## src/rtl/keypad_scanner.sv

```systemverilog
// 4x4 matrix keypad scanner: walks one active-low column at a time, debounces
// presses and releases in scan ticks, and emits one key-code strobe per press.
module keypad_scanner #(
   parameter int SCAN_DIV = 50000,
   parameter int DEBOUNCE = 4
) (
   input  logic       CLK,
   input  logic       RST,
   input  logic [3:0] ROW,
   output logic [3:0] COL,
   output logic [3:0] Dout,
   output logic       Ce,
   output logic       Held
);

   localparam int              PRE_W   = $clog2(SCAN_DIV);
   localparam logic [PRE_W-1:0] PRE_MAX = PRE_W'(SCAN_DIV - 1);
   localparam logic [3:0]      DEB_TGT = 4'(DEBOUNCE);

   localparam logic [1:0] S_SCAN         = 2'd0;
   localparam logic [1:0] S_DEBOUNCE     = 2'd1;
   localparam logic [1:0] S_PRESSED      = 2'd2;
   localparam logic [1:0] S_WAIT_RELEASE = 2'd3;

   logic [3:0]       r_rowMeta;
   logic [3:0]       r_rowSync;
   logic [PRE_W-1:0] r_preCnt;
   logic [1:0]       r_state;
   logic [1:0]       r_colIdx;
   logic [1:0]       r_candRow;
   logic [1:0]       r_candCol;
   logic [3:0]       r_debCnt;
   logic [3:0]       r_relCnt;
   logic [3:0]       r_dout;
   logic             r_ce;
   logic             r_held;

   logic             w_tick;
   logic             w_rowIdle;
   logic [1:0]       w_lowRow;
   logic             w_candLow;
   logic [3:0]       w_debInc;
   logic [3:0]       w_relInc;

   // ROW is asynchronous; idle (pulled-up) value is all ones.
   always_ff @(posedge CLK) begin
      if (RST) begin
         r_rowMeta <= 4'b1111;
         r_rowSync <= 4'b1111;
      end else begin
         r_rowMeta <= ROW;
         r_rowSync <= r_rowMeta;
      end
   end

   always_ff @(posedge CLK) begin
      if (RST || w_tick) begin
         r_preCnt <= '0;
      end else begin
         r_preCnt <= r_preCnt + PRE_W'(1);
      end
   end

   assign w_tick    = (r_preCnt == PRE_MAX);
   assign w_rowIdle = (r_rowSync == 4'b1111);
   assign w_candLow = ~r_rowSync[r_candRow];
   assign w_debInc  = r_debCnt + 4'd1;
   assign w_relInc  = r_relCnt + 4'd1;

   // Lowest-index active row wins when several rows are low together.
   always_comb begin
      w_lowRow = 2'd3;
      if (!r_rowSync[0]) begin
         w_lowRow = 2'd0;
      end else if (!r_rowSync[1]) begin
         w_lowRow = 2'd1;
      end else if (!r_rowSync[2]) begin
         w_lowRow = 2'd2;
      end
   end

   always_ff @(posedge CLK) begin
      if (RST) begin
         r_state   <= S_SCAN;
         r_colIdx  <= 2'd0;
         r_candRow <= 2'd0;
         r_candCol <= 2'd0;
         r_debCnt  <= 4'd0;
         r_relCnt  <= 4'd0;
         r_dout    <= 4'h0;
         r_ce      <= 1'b0;
         r_held    <= 1'b0;
      end else begin
         r_ce <= 1'b0;
         case (r_state)
            S_SCAN: begin
               if (w_tick) begin
                  if (w_rowIdle) begin
                     r_colIdx <= r_colIdx + 2'd1;
                  end else begin
                     r_candRow <= w_lowRow;
                     r_candCol <= r_colIdx;
                     r_debCnt  <= 4'd1;
                     // A single-sample debounce skips straight to the strobe.
                     if (DEBOUNCE == 1) begin
                        r_state <= S_PRESSED;
                        r_ce    <= 1'b1;
                        r_dout  <= {w_lowRow, r_colIdx};
                        r_held  <= 1'b1;
                     end else begin
                        r_state <= S_DEBOUNCE;
                     end
                  end
               end
            end

            S_DEBOUNCE: begin
               if (w_tick) begin
                  if (w_candLow) begin
                     r_debCnt <= w_debInc;
                     if (w_debInc == DEB_TGT) begin
                        r_state <= S_PRESSED;
                        r_ce    <= 1'b1;
                        r_dout  <= {r_candRow, r_candCol};
                        r_held  <= 1'b1;
                     end
                  end else begin
                     r_debCnt <= 4'd0;
                     r_state  <= S_SCAN;
                  end
               end
            end

            S_PRESSED: begin
               r_debCnt <= 4'd0;
               r_relCnt <= 4'd0;
               r_state  <= S_WAIT_RELEASE;
            end

            S_WAIT_RELEASE: begin
               if (w_tick) begin
                  if (w_rowIdle) begin
                     if (w_relInc == DEB_TGT) begin
                        r_held   <= 1'b0;
                        r_relCnt <= 4'd0;
                        r_colIdx <= r_colIdx + 2'd1;
                        r_state  <= S_SCAN;
                     end else begin
                        r_relCnt <= w_relInc;
                     end
                  end else begin
                     r_relCnt <= 4'd0;
                  end
               end
            end

            default: begin
               r_state <= S_SCAN;
            end
         endcase
      end
   end

   assign COL  = ~(4'b0001 << r_colIdx);
   assign Dout = r_dout;
   assign Ce   = r_ce;
   assign Held = r_held;

endmodule

```

## config.mk

```make
export PLATFORM = sky130hd
export DESIGN_NAME = keypad_scanner
export DESIGN_NICKNAME = d
export VERILOG_FILES = /design/src/rtl/keypad_scanner.sv
export SDC_FILE = /design/constraint.sdc
export NUM_CORES = 1
export LEC_CHECK = 0
export BUFFER_PORTS_ARGS = -buffer_cell sky130_fd_sc_hd__buf_4
export CORE_UTILIZATION = 50
export DETAILED_ROUTE_END_ITERATION = 6
export GPL_ROUTABILITY_DRIVEN = 0
export HOLD_SLACK_MARGIN = 0.06
export PLACE_DENSITY = 0.67
export RECOVER_POWER = 100
export SKIP_CTS_REPAIR_TIMING = 1
export SYNTH_ARGS = -nofsm -noshare
export SYNTH_HDL_FRONTEND = slang
export SYNTH_SLANG_ARGS = --single-unit
```

## constraint.sdc

```tcl
create_clock -name CLK -period 3.7 [get_ports CLK]
set_input_delay 0.185 -clock CLK [delete_from_list [all_inputs] [get_ports CLK]]
set_output_delay 0.185 -clock CLK [all_outputs]
set_load 0.005 [all_outputs]
```

After elaboration in Yosys (flattened, before gate mapping)
Index checks and enable logic that the tools add are counted.

Flip-flop bits (word level): 46. Input port bits: 6.

Add/subtract/negate cells: 4. Order comparisons: 1. Eq/ne operators: 17. Shift-type cells: 1. Multiplexer cells: 37. Bitwise gates (word level): 5. Reduce and logical (&&, ||, !) cells: 14.

Operators with widths (number): 2-to-1 mux 2 bit (15); 2-to-1 mux 4 bit (7); != test 2 bit (second input constant) (9); adder 16 x 1 -> 16 bit (second input constant) (1); == test 16 bit (second input constant) (1); AND reduction 7 bit (2); case mux 4 bit (3 select lines) (1); 2-to-1 mux 1 bit (9); adder 4 x 1 -> 4 bit (second input constant) (2); == test 4 x 3 -> 1 bit (second input constant) (2); case mux 2 bit (4 select lines) (1); case mux 4 bit (2 select lines) (1); AND reduction 4 bit (2); AND reduction 6 bit (1); nonzero test 2 bit (3); == test 2 bit (second input constant) (2); == test 4 bit (second input constant) (1); NOT 1 bit (4); NOT 4 bit (1); case mux 2 bit (2 select lines) (1); OR reduction 4 bit (1); left shift 1 x 2 -> 4 bit (first input constant) (1); < comparator 2 x 3 -> 1 bit (second input constant) (1); != test 3 bit (second input constant) (1); 9 further kinds (9).

Longest topological paths before layout
Gate-level depths: netlist of run 1.

Depth in word-level cells: 6. Mapped depth: 8.

Worst setup path before layout of run 1
No wires, ideal clock.

Path type: reg-to-reg. Start: reg r_preCnt[0]. End: reg r_relCnt[3]. Library setup time: 0.070 ns. Arrival time: 1.805 ns. Slack: 1.825 ns. Stages on the path, launching flop included: 7. Period minus slack after synthesis: 1.875 ns. Cells stage by stage: dfxtp_1 > ha_1 > and4_2 > and4_4 > mux2i_4 > or4b_1 > a21oi_1.

Word-level cells in the longest chain between the ends: 3.

RTL lines: from (decl) (RTL line 27) `logic [PRE_W-1:0] r_preCnt;`; from (signal assigned) (RTL line 60) `r_preCnt <= r_preCnt + PRE_W'(1);`; == test 16 bit (RTL line 64) `assign w_tick = (r_preCnt == PRE_MAX);`; != test 2 bit (no source line); AND reduction 2 bit (no source line); to (signal assigned) (RTL line 149) `r_relCnt <= w_relInc;`; to (decl) (RTL line 33) `logic [3:0] r_relCnt;`.

No other way between the ends. A chain may end at the register's enable or synchronous reset.

Worst setup path after layout of run 1
Start: reg r_preCnt[0]. End: reg r_debCnt[2].

Word-level cells in the longest chain between the ends: 3.

RTL lines: == test 16 bit (*) (RTL line 64); != test 2 bit (no source line); AND reduction 4 bit (no source line) (*); to (signal assigned) (RTL line 120) `r_debCnt <= w_debInc;`; to (decl) (RTL line 32) `logic [3:0] r_debCnt;`.

Every way passes the cells marked *; elsewhere a longest branch is shown, timed or not.

==> results.yml, run 1 <==
worst_setup_path:
  cp-end-kind: "register"
  cp-start-kind: "register"
  crit_required_ns: 3.89
  rrSetupSlack_ns: 1.45
  crit_path_top_delay_cell: "dfxtp_1"
  crit_buf_inv: 0
  crit_family: "simple AND/OR/NAND/NOR gates"
  arrival_ns: 2.44
  cp_slowest_stage_delay_ns: 0.36
  cpMostUsedCell: "and4_1"
  cp_max_fo: 9
  worstSetupPathType: "register to register"
  cp_cell_sequence: "ha_1 > and4_1 > and4_1 > nand3_1 > nand2_1 > o21ai_0 > a32o_1"
place:
  portBuffers: 15
  placed_cells: 312
  dp_hpwl_um: 2920
timing:
  drv_slew: 0
  post-route-min-period_ns: 2.25
  max_freq_ghz: 0.444
  rsz0062_at_grt: "false"
  fin_tns_setup_ns: 0
  skew_ns: 0.00822
  hold_viol: 0
  min_period_over_period_pct: 60.8
  slew_headroom_pct: 33.6
  tightest_slew_ns: 0.995
  setup_viol: 0
logic_synthesis:
  synthTopCellsByArea: "dfxtp_1 (41%), ha_1 (7.2%), nor2_1 (5.3%)"
  yosysTopAreaCell: "dfxtp_1"
  avgSynthCellArea_um2: 9.01
  yosys.area_share.simple_pct: 28.1
  synthAdderAreaFrac_pct: 7.22
  ys_warn_count: 0
  synth_cell_types: 48
  synth_commonest_cells: "dfxtp_1 (46), nor2_1 (32), nand2_1 (18), a21oi_1 (15), inv_1 (14)"
  yosys.cell_count.top_type: "dfxtp_1"
  synth_edf_count: 0
  syn_inst: 250
  syn_area_mm2: 0.00225
  ys_dominant_reg_cell: "dfxtp_1"
  synth_nets: 269
  synth-compound-area-share_pct: 10.7
  synth_xor_area_share_pct: 5.05
  synth-async-reset-ratio_pct: 0
  seq_area_frac_synth_pct: 40.9
  yosys.area.top_type_share_pct: 40.9
  muxShareOfSynthArea_pct: 4.66
  synth_top_family_by_area: "simple AND/OR/NAND/NOR gates"
  yosys_register_bits: 46
routing:
  drt_first_iter_violations: 64
  vias_per_cell: 5.40
  dr.pass1.iters: 4
  vias: 1728
  drcViolationCount: 0
  routed_wl_um: 4130
  drtAntennaViolNets: 0
  wl_per_cell_um: 12.9
global_route:
  grt_pass1_wl_um: 7190
  grt_max_degree: 26
  track_usage_pct: 18.5
  antenna_found_initial: 0
  overflow: 0
  grt_pass1_vias: 1591
floorplan:
  start_util_pct: 51.8
  io_pins: 16
  fp-row-count: 24
  dieArea_mm2: 0.00478
  die_y_um: 69.1
  die_x_um: 69.1
  core-area_mm2: 0.00435
clock_network:
  cts_buffers: 5
  insertion_delay_ns: 0.30
  path_clk_slew_ns: 0.08
  htreeDepth: 2
  clockBufferDepth: 2
  cts_tree: "built"
  clock-sinks: 46
  clockRootBuffer: "clkbuf_8"
job:
  drv_cap: 0
final_layout:
  drive_gt1_share_pct: 13.4
  antenna_cells: 0
  post_layout_nonfiller_instances: 320
  multiInputGateArea_mm2: 0.00123
  ff_latch_area_um2: 921
  area_growth_pct: 9.88
  nNetsFinal: 286
  fillers: 387
pwr:
  peakVddDrop_mv: 0.241
  power_density_mw_per_mm2: 340
  leakage_nw: 0.970
min_path:
  hold_class: "input port to register"
outcome:
  status: "completed"
-- state kept, by name (all words and copies together), names as in the netlist, named ones only --
name	cells
Dout	4
r_rowMeta	4
r_rowSync	4
r_colIdx	2
r_preCnt	16
r_candRow	2
Held	1
r_candCol	2
r_state	1
r_debCnt	4
Ce	1
r_relCnt	4
-- placed cells by master, fill, tap and decap left out, drive strengths merged, types with 2 or more instances in the layout --
cell	count
inv	14
nor2b	3
nor4b	4
buf	4
and4	4
nand2	19
a21oi	15
clkinv	2
nand4	5
nand2b	4
mux2i	7
o21ai	12
nor4	2
nor3	2
nor2	32
o211a	2
a22oi	3
clkbuf	18
or3	3
nor3b	3
or2	9
ha	13
xor2	7
and2	2
nand3	10
dfxtp	46
o21a	2
xnor2	6
and3	5
-- per-stage QoR --
| stage | setup WS [ns] | cell area [um2] | total power, W | hold slack (ns) | utilization, % |
|---|---|---|---|---|---|
| after global placement | 1.69 | 2410 | 0.000543 | 0.369 | 55.3 |
| after global routing | 1.18 | 2480 | 0.000882 | 0.0623 | 56.9 |
| after detailed placement | 1.62 | 2410 | 0.000544 | 0.373 | 55.3 |
| after floorplan | 1.83 | 2250 | 0.000534 | 0.289 | - |
| after CTS | 1.60 | 2500 | 0.000855 | 0.0653 | 57.4 |
| final | 1.45 | 2480 | 0.000842 | 0.0710 | 56.9 |
-- final timing paths --
check,depth (start not counted),startpoint,to
max,7,r_preCnt[0],r_debCnt[2]
min,2,ROW[2],r_rowMeta[2]
max reg2reg,7,r_preCnt[0],r_debCnt[2]
min reg2reg,1,r_rowMeta[3],r_rowSync[3]
-- report_power, final --
group / internal (W) / switching (W)
Sequential: 0.000501 / 0.00000475
Clock: 0.000151 / 0.000160
Combinational: 0.0000107 / 0.0000138
-- per-layer routing --
metal / track usage (%) / share of wire [%]
met2: 29.0 / 43
met3: 4.39 / 4.2
met5: 0 / 0
met4: 6.12 / 1.3
met1: 25.2 / 52
-- cells by family (layout without fill, tap and decap cells) --
family / count (synthesis) / count (layout)
adder cells (fa/ha/maj): 13 / 13
XOR/XNOR: 13 / 13
buffers and inverters: 20 / 38
multiplexers: 8 / 8
flip-flops: 46 / 46
AO/OA/AOI/OAI: 39 / 39
AND/OR/NAND/NOR: 111 / 111
-- area by class of cell --
cell class,count,area share [%]
Inverter,15,2.27
Clock inverter,1,0.202
Clock buffer,7,3.49
Sequential cell,46,37.2
Tap cell,52,2.63
Timing Repair Buffer,15,4.40
Multi-Input combinational cell,184,49.8
Power figures use the tool's default switching activity.
==> inputs of run 2 (changes only) <==
==> constraint.sdc (replaced) <==
create_clock -name CLK -period 2.1 [get_ports CLK]
set_input_delay 0.105 -clock CLK [delete_from_list [all_inputs] [get_ports CLK]]
set_output_delay 0.105 -clock CLK [all_outputs]
set_load 0.005 [all_outputs]
==> results.yml, run 2 (synthesized netlist as in run 1, its figures left out) <==
outcome:
  status: "completed"
place:
  dp_hpwl_um: 2990
  portBuffers: 15
  preCtsSetupSlack_ns: 0.148
floorplan:
  die_y_um: 69.1
  io_pins: 16
  core-area_mm2: 0.00435
  die_x_um: 69.1
  fp-row-count: 24
  start_util_pct: 51.8
  dieArea_mm2: 0.00478
worst_setup_path:
  worstSetupPathType: "register to register"
  reg2reg_from: "r_preCnt[0]"
  crit_buf_inv: 0
  crit_required_ns: 2.29
  crit_family: "simple AND/OR/NAND/NOR gates"
  rrSetupSlack_ns: 0.14
  cp_max_fo: 7
  r2r.worst_path.cells: 7
  worst-path-stages: 7
  crit_path_top_delay_cell: "dfxtp_1"
  cpMostUsedCell: "o21ai_0"
  cp_cell_sequence: "ha_1 > and4_2 > and4_1 > o21ai_0 > nand2_2 > o21ai_0 > a32o_1"
  r2r-end: "r_debCnt[2]"
  cp-start-kind: "register"
  cp-end-kind: "register"
  cp_slowest_stage_delay_ns: 0.35
  arrival_ns: 2.15
global_route:
  grt_max_degree: 26
  grt_pass1_wl_um: 7400
  grt_pass1_vias: 1668
  antenna_found_initial: 0
  track_usage_pct: 19.3
  overflow: 0
final_layout:
  largest_register: "r_preCnt"
  fillers: 392
  multiInputGateArea_mm2: 0.00125
  largest_register_ffs: 16
  area_growth_pct: 13.9
  drive_gt1_share_pct: 15.9
  nNetsFinal: 296
  final_cell_mix: "dfxtp_1 (46), nor2_1 (32), nand2_1 (18)"
  ff_latch_area_um2: 921
  antenna_cells: 0
  layout_commonest_cell: "dfxtp_1"
clock_network:
  clock-sinks: 46
  cts_tree: "built"
  path_clk_slew_ns: 0.08
  insertion_delay_ns: 0.30
  clockBufferDepth: 2
  htreeDepth: 2
  clockRootBuffer: "clkbuf_8"
  cts_buffers: 5
routing:
  routed_wl_um: 4270
  dr.pass1.iters: 4
  drcViolationCount: 0
  vias: 1792
  wl_per_cell_um: 13.0
  drt_first_iter_violations: 73
  drtAntennaViolNets: 0
  vias_per_cell: 5.45
job:
  drv_cap: 0
timing:
  tightest_slew_ns: 0.503
  min_period_over_period_pct: 93.2
  hold_viol: 0
  drv_slew: 0
  skew_ns: 0.00372
  rsz0062_at_grt: "false"
  post-route-min-period_ns: 1.96
  setup_viol: 0
  max_freq_ghz: 0.511
  fin_ws_ns: 0.143
  fin_tns_setup_ns: 0
  slew_headroom_pct: 66.4
min_path:
  hold_class: "input port to register"
  holdPathStages: 2
  hold_end: "r_relCnt[1]"
  hp-start: "RST"
pwr:
  power_density_mw_per_mm2: 565
  peakVddDrop_mv: 0.426
  leakage_nw: 1.01
-- run 2: cell types whose count changed in the layout (fill, tap and decap cells not counted), moves of 2 or more --
cell	previous run	this run
clkbuf_4	10	14
and4_1	4	2
dlygate4sd3_1	0	4
buf_4	4	7
-- run 2: metal layers --
metal / up-vias / part of all wire [%] / track usage, %
met5: - / 0 / 0
met4: 0 / 1.9 / 7.71
met3: 8 / 3.5 / 5.12
met2: 30 / 44 / 29.7
met1: 841 / 51 / 25.6
li1: 913 / - / -
-- run 2: worst max-delay path by stage --
stage                 from           to  slack, ns
6_report       r_preCnt[0]  r_debCnt[2]       0.14
5_1_grt        r_preCnt[0]  r_debCnt[2]       0.03
4_1_cts        r_preCnt[0]  r_debCnt[2]        0.1
3_5_place_dp   r_preCnt[0]  r_debCnt[2]       0.15
3_3_place_gp   r_preCnt[0]  r_debCnt[2]       0.20
2_1_floorplan  r_preCnt[0]  r_relCnt[3]       0.23
-- run 2: power by group --
part	switching (W)	internal [W]
Sequential	0.00000687	0.000883
Combinational	0.0000292	0.0000278
Clock	0.000274	0.000229
Total	0.000310	0.00114
-- run 2: area by class of cell --
| cell class | instances | share of cell area [%] |
|---|---|---|
| clock buffers | 7 | 2.97 |
| inverters | 15 | 2.19 |
| multi-input cells | 184 | 48.7 |
| flip-flops and latches | 46 | 35.9 |
| well taps | 52 | 2.54 |
| repair buffers | 25 | 7.70 |
-- run 2: stage by stage --
| step | hold slack [ns] | util (%) | cell area, um2 | total power, W | std cells |
|---|---|---|---|---|---|
| after floorplan | 0.209 | - | 2250 | 0.000940 | 250 |
| after global placement | 0.291 | 56.4 | 2450 | 0.000963 | 318 |
| after detailed placement | 0.293 | 56.4 | 2450 | 0.000963 | 318 |
| after CTS | -0.0149 | 58.1 | 2530 | 0.00146 | 325 |
| after global routing | 0.162 | 58.9 | 2570 | 0.00151 | 329 |
| final | 0.150 | 58.9 | 2570 | 0.00145 | 329 |
==> inputs of run 3 (changes only) <==
--- a/config.mk
+++ b/config.mk
@@ -6,11 +6,13 @@
 export NUM_CORES = 1
 export LEC_CHECK = 0
 export BUFFER_PORTS_ARGS = -buffer_cell sky130_fd_sc_hd__buf_4
-export CORE_UTILIZATION = 50
+export CELL_PAD_IN_SITES_DETAIL_PLACEMENT = 0
+export CELL_PAD_IN_SITES_GLOBAL_PLACEMENT = 1
+export CORE_UTILIZATION = 46
 export DETAILED_ROUTE_END_ITERATION = 6
 export GPL_ROUTABILITY_DRIVEN = 0
 export HOLD_SLACK_MARGIN = 0.06
-export PLACE_DENSITY = 0.67
+export PLACE_DENSITY = 0.78
 export RECOVER_POWER = 100
 export SKIP_CTS_REPAIR_TIMING = 1
 export SYNTH_ARGS = -nofsm -noshare
==> results.yml, run 3 (synthesized netlist as in run 1, its figures left out) <==
worst_setup_path:
  worstSetupPathType: "register to register"
  reg2reg_from: "r_preCnt[0]"
  cp-end-kind: "register"
  r2r.worst_path.cells: 7
  cp-start-kind: "register"
  cp_max_fo: 6
  rrSetupSlack_ns: 0.15
  crit_required_ns: 2.32
  r2r-end: "r_state[0]"
  arrival_ns: 2.17
place:
  placed_area_mm2: 0.00250
  portBuffers: 15
  dp_hpwl_um: 3150
final_layout:
  postLayoutCellArea_mm2: 0.00268
  largest_register: "r_preCnt"
  drive_gt1_share_pct: 18.1
  nNetsFinal: 299
  layout_commonest_cell: "dfxtp_1"
  largest_register_ffs: 16
  final_cell_mix: "dfxtp_1 (46), nor2_1 (32), nand2_1 (18)"
  antenna_cells: 0
  area_growth_pct: 18.7
floorplan:
  dieArea_mm2: 0.00518
  io_pins: 16
  core-area_mm2: 0.00472
  die_x_um: 72.0
  fp-row-count: 25
  start_util_pct: 47.7
  die_y_um: 72.0
pwr:
  leakage_nw: 1.06
  peakVddDrop_mv: 0.360
  power_density_mw_per_mm2: 656
clock_network:
  htreeDepth: 2
  path_clk_slew_ns: 0.09
  cts_tree: "built"
  clockRootBuffer: "clkbuf_8"
  cts_buffers: 5
  clock-sinks: 46
  insertion_delay_ns: 0.29
  clockBufferDepth: 2
timing:
  skew_ns: 0.0100
  rsz0062_at_grt: "false"
  max_freq_ghz: 0.512
  min_period_over_period_pct: 93.1
  setup_viol: 0
  drv_slew: 0
  post-route-min-period_ns: 1.95
  slew_headroom_pct: 66.4
  tightest_slew_ns: 0.502
  hold_viol: 0
  fin_tns_setup_ns: 0
global_route:
  grt_pass1_vias: 1610
  antenna_found_initial: 0
  grt_pass1_wl_um: 7510
  track_usage_pct: 18.4
  grt_max_degree: 25
  overflow: 0
routing:
  wl_per_cell_um: 12.3
  dr.pass1.iters: 4
  routed_wl_um: 4270
  drcViolationCount: 0
  vias: 1748
  vias_per_cell: 5.02
  drtAntennaViolNets: 0
  drt_first_iter_violations: 61
job:
  drv_cap: 0
min_path:
  hp-start: "RST"
  hold_end: "r_debCnt[3]"
  hold_class: "input port to register"
  holdPathStages: 3
outcome:
  status: "completed"
-- run 3: cell count changes in the layout (fill, tap and decap cells not counted) --
cell / delta
buf_4: +3
clkbuf_8: +1
bufinv_16: +2
and4_2: +1
and2_0: -1
clkbuf_1: -2
and2_1: +1
and4_1: -1
-- run 3: how the worst max path moves through the flow --
| stage | endpoint | cells after the start | startpoint |
|---|---|---|---|
| 4_1_cts | r_debCnt[2] | 7 | r_preCnt[0] |
| 3_5_place_dp | r_debCnt[2] | 7 | r_preCnt[0] |
| 2_1_floorplan | r_relCnt[3] | 6 | r_preCnt[0] |
| 3_3_place_gp | r_relCnt[3] | 6 | r_preCnt[0] |
| 6_report | r_state[0] | 7 | r_preCnt[0] |
| 5_1_grt | r_state[0] | 7 | r_preCnt[0] |
-- run 3: worst max-delay path: stages (launching register included) --
cell and delay, ns:
dfxtp_1 0.37, ha_1 0.17, and4_2 0.29, and4_2 0.29
nor3b_1 0.22, a22oi_1 0.14, nor2_1 0.19, mux2i_1 0.20
-- run 3: where the power goes --
group          switching [W]  internal, W
registers         0.00000764     0.000883
clock network       0.000298     0.000508
logic              0.0000292    0.0000294
-- run 3: layer usage --
metal  part of all wire, %  track usage (%)
met5                     0                0
met4                  0.94             5.23
met3                   1.9             4.17
met2                    43             27.4
met1                    54             26.9
-- run 3: final cells by class --
class	count	area, um2
inverter	15	56.3
clock inverter	2	60.1
clock buffer	6	82.6
fill	438	2050
timing repair buffer	28	220
tap	67	83.8
sequential	46	921
multi-input combinational	184	1250
-- run 3: metrics by stage --
step / std cells / utilization, % / hold WS, ns / setup WS (ns) / total power [W]
6_report: 348 / 56.6 / 0.242 / 0.146 / 0.00176
2_1_floorplan: 250 / - / 0.209 / 0.225 / 0.000940
5_1_grt: 348 / 56.6 / 0.271 / 0.0161 / 0.00182
3_5_place_dp: 336 / 52.8 / 0.293 / 0.150 / 0.000966
4_1_cts: 344 / 55.9 / -0.0172 / 0.133 / 0.00177
3_3_place_gp: 336 / 52.8 / 0.293 / 0.230 / 0.000965
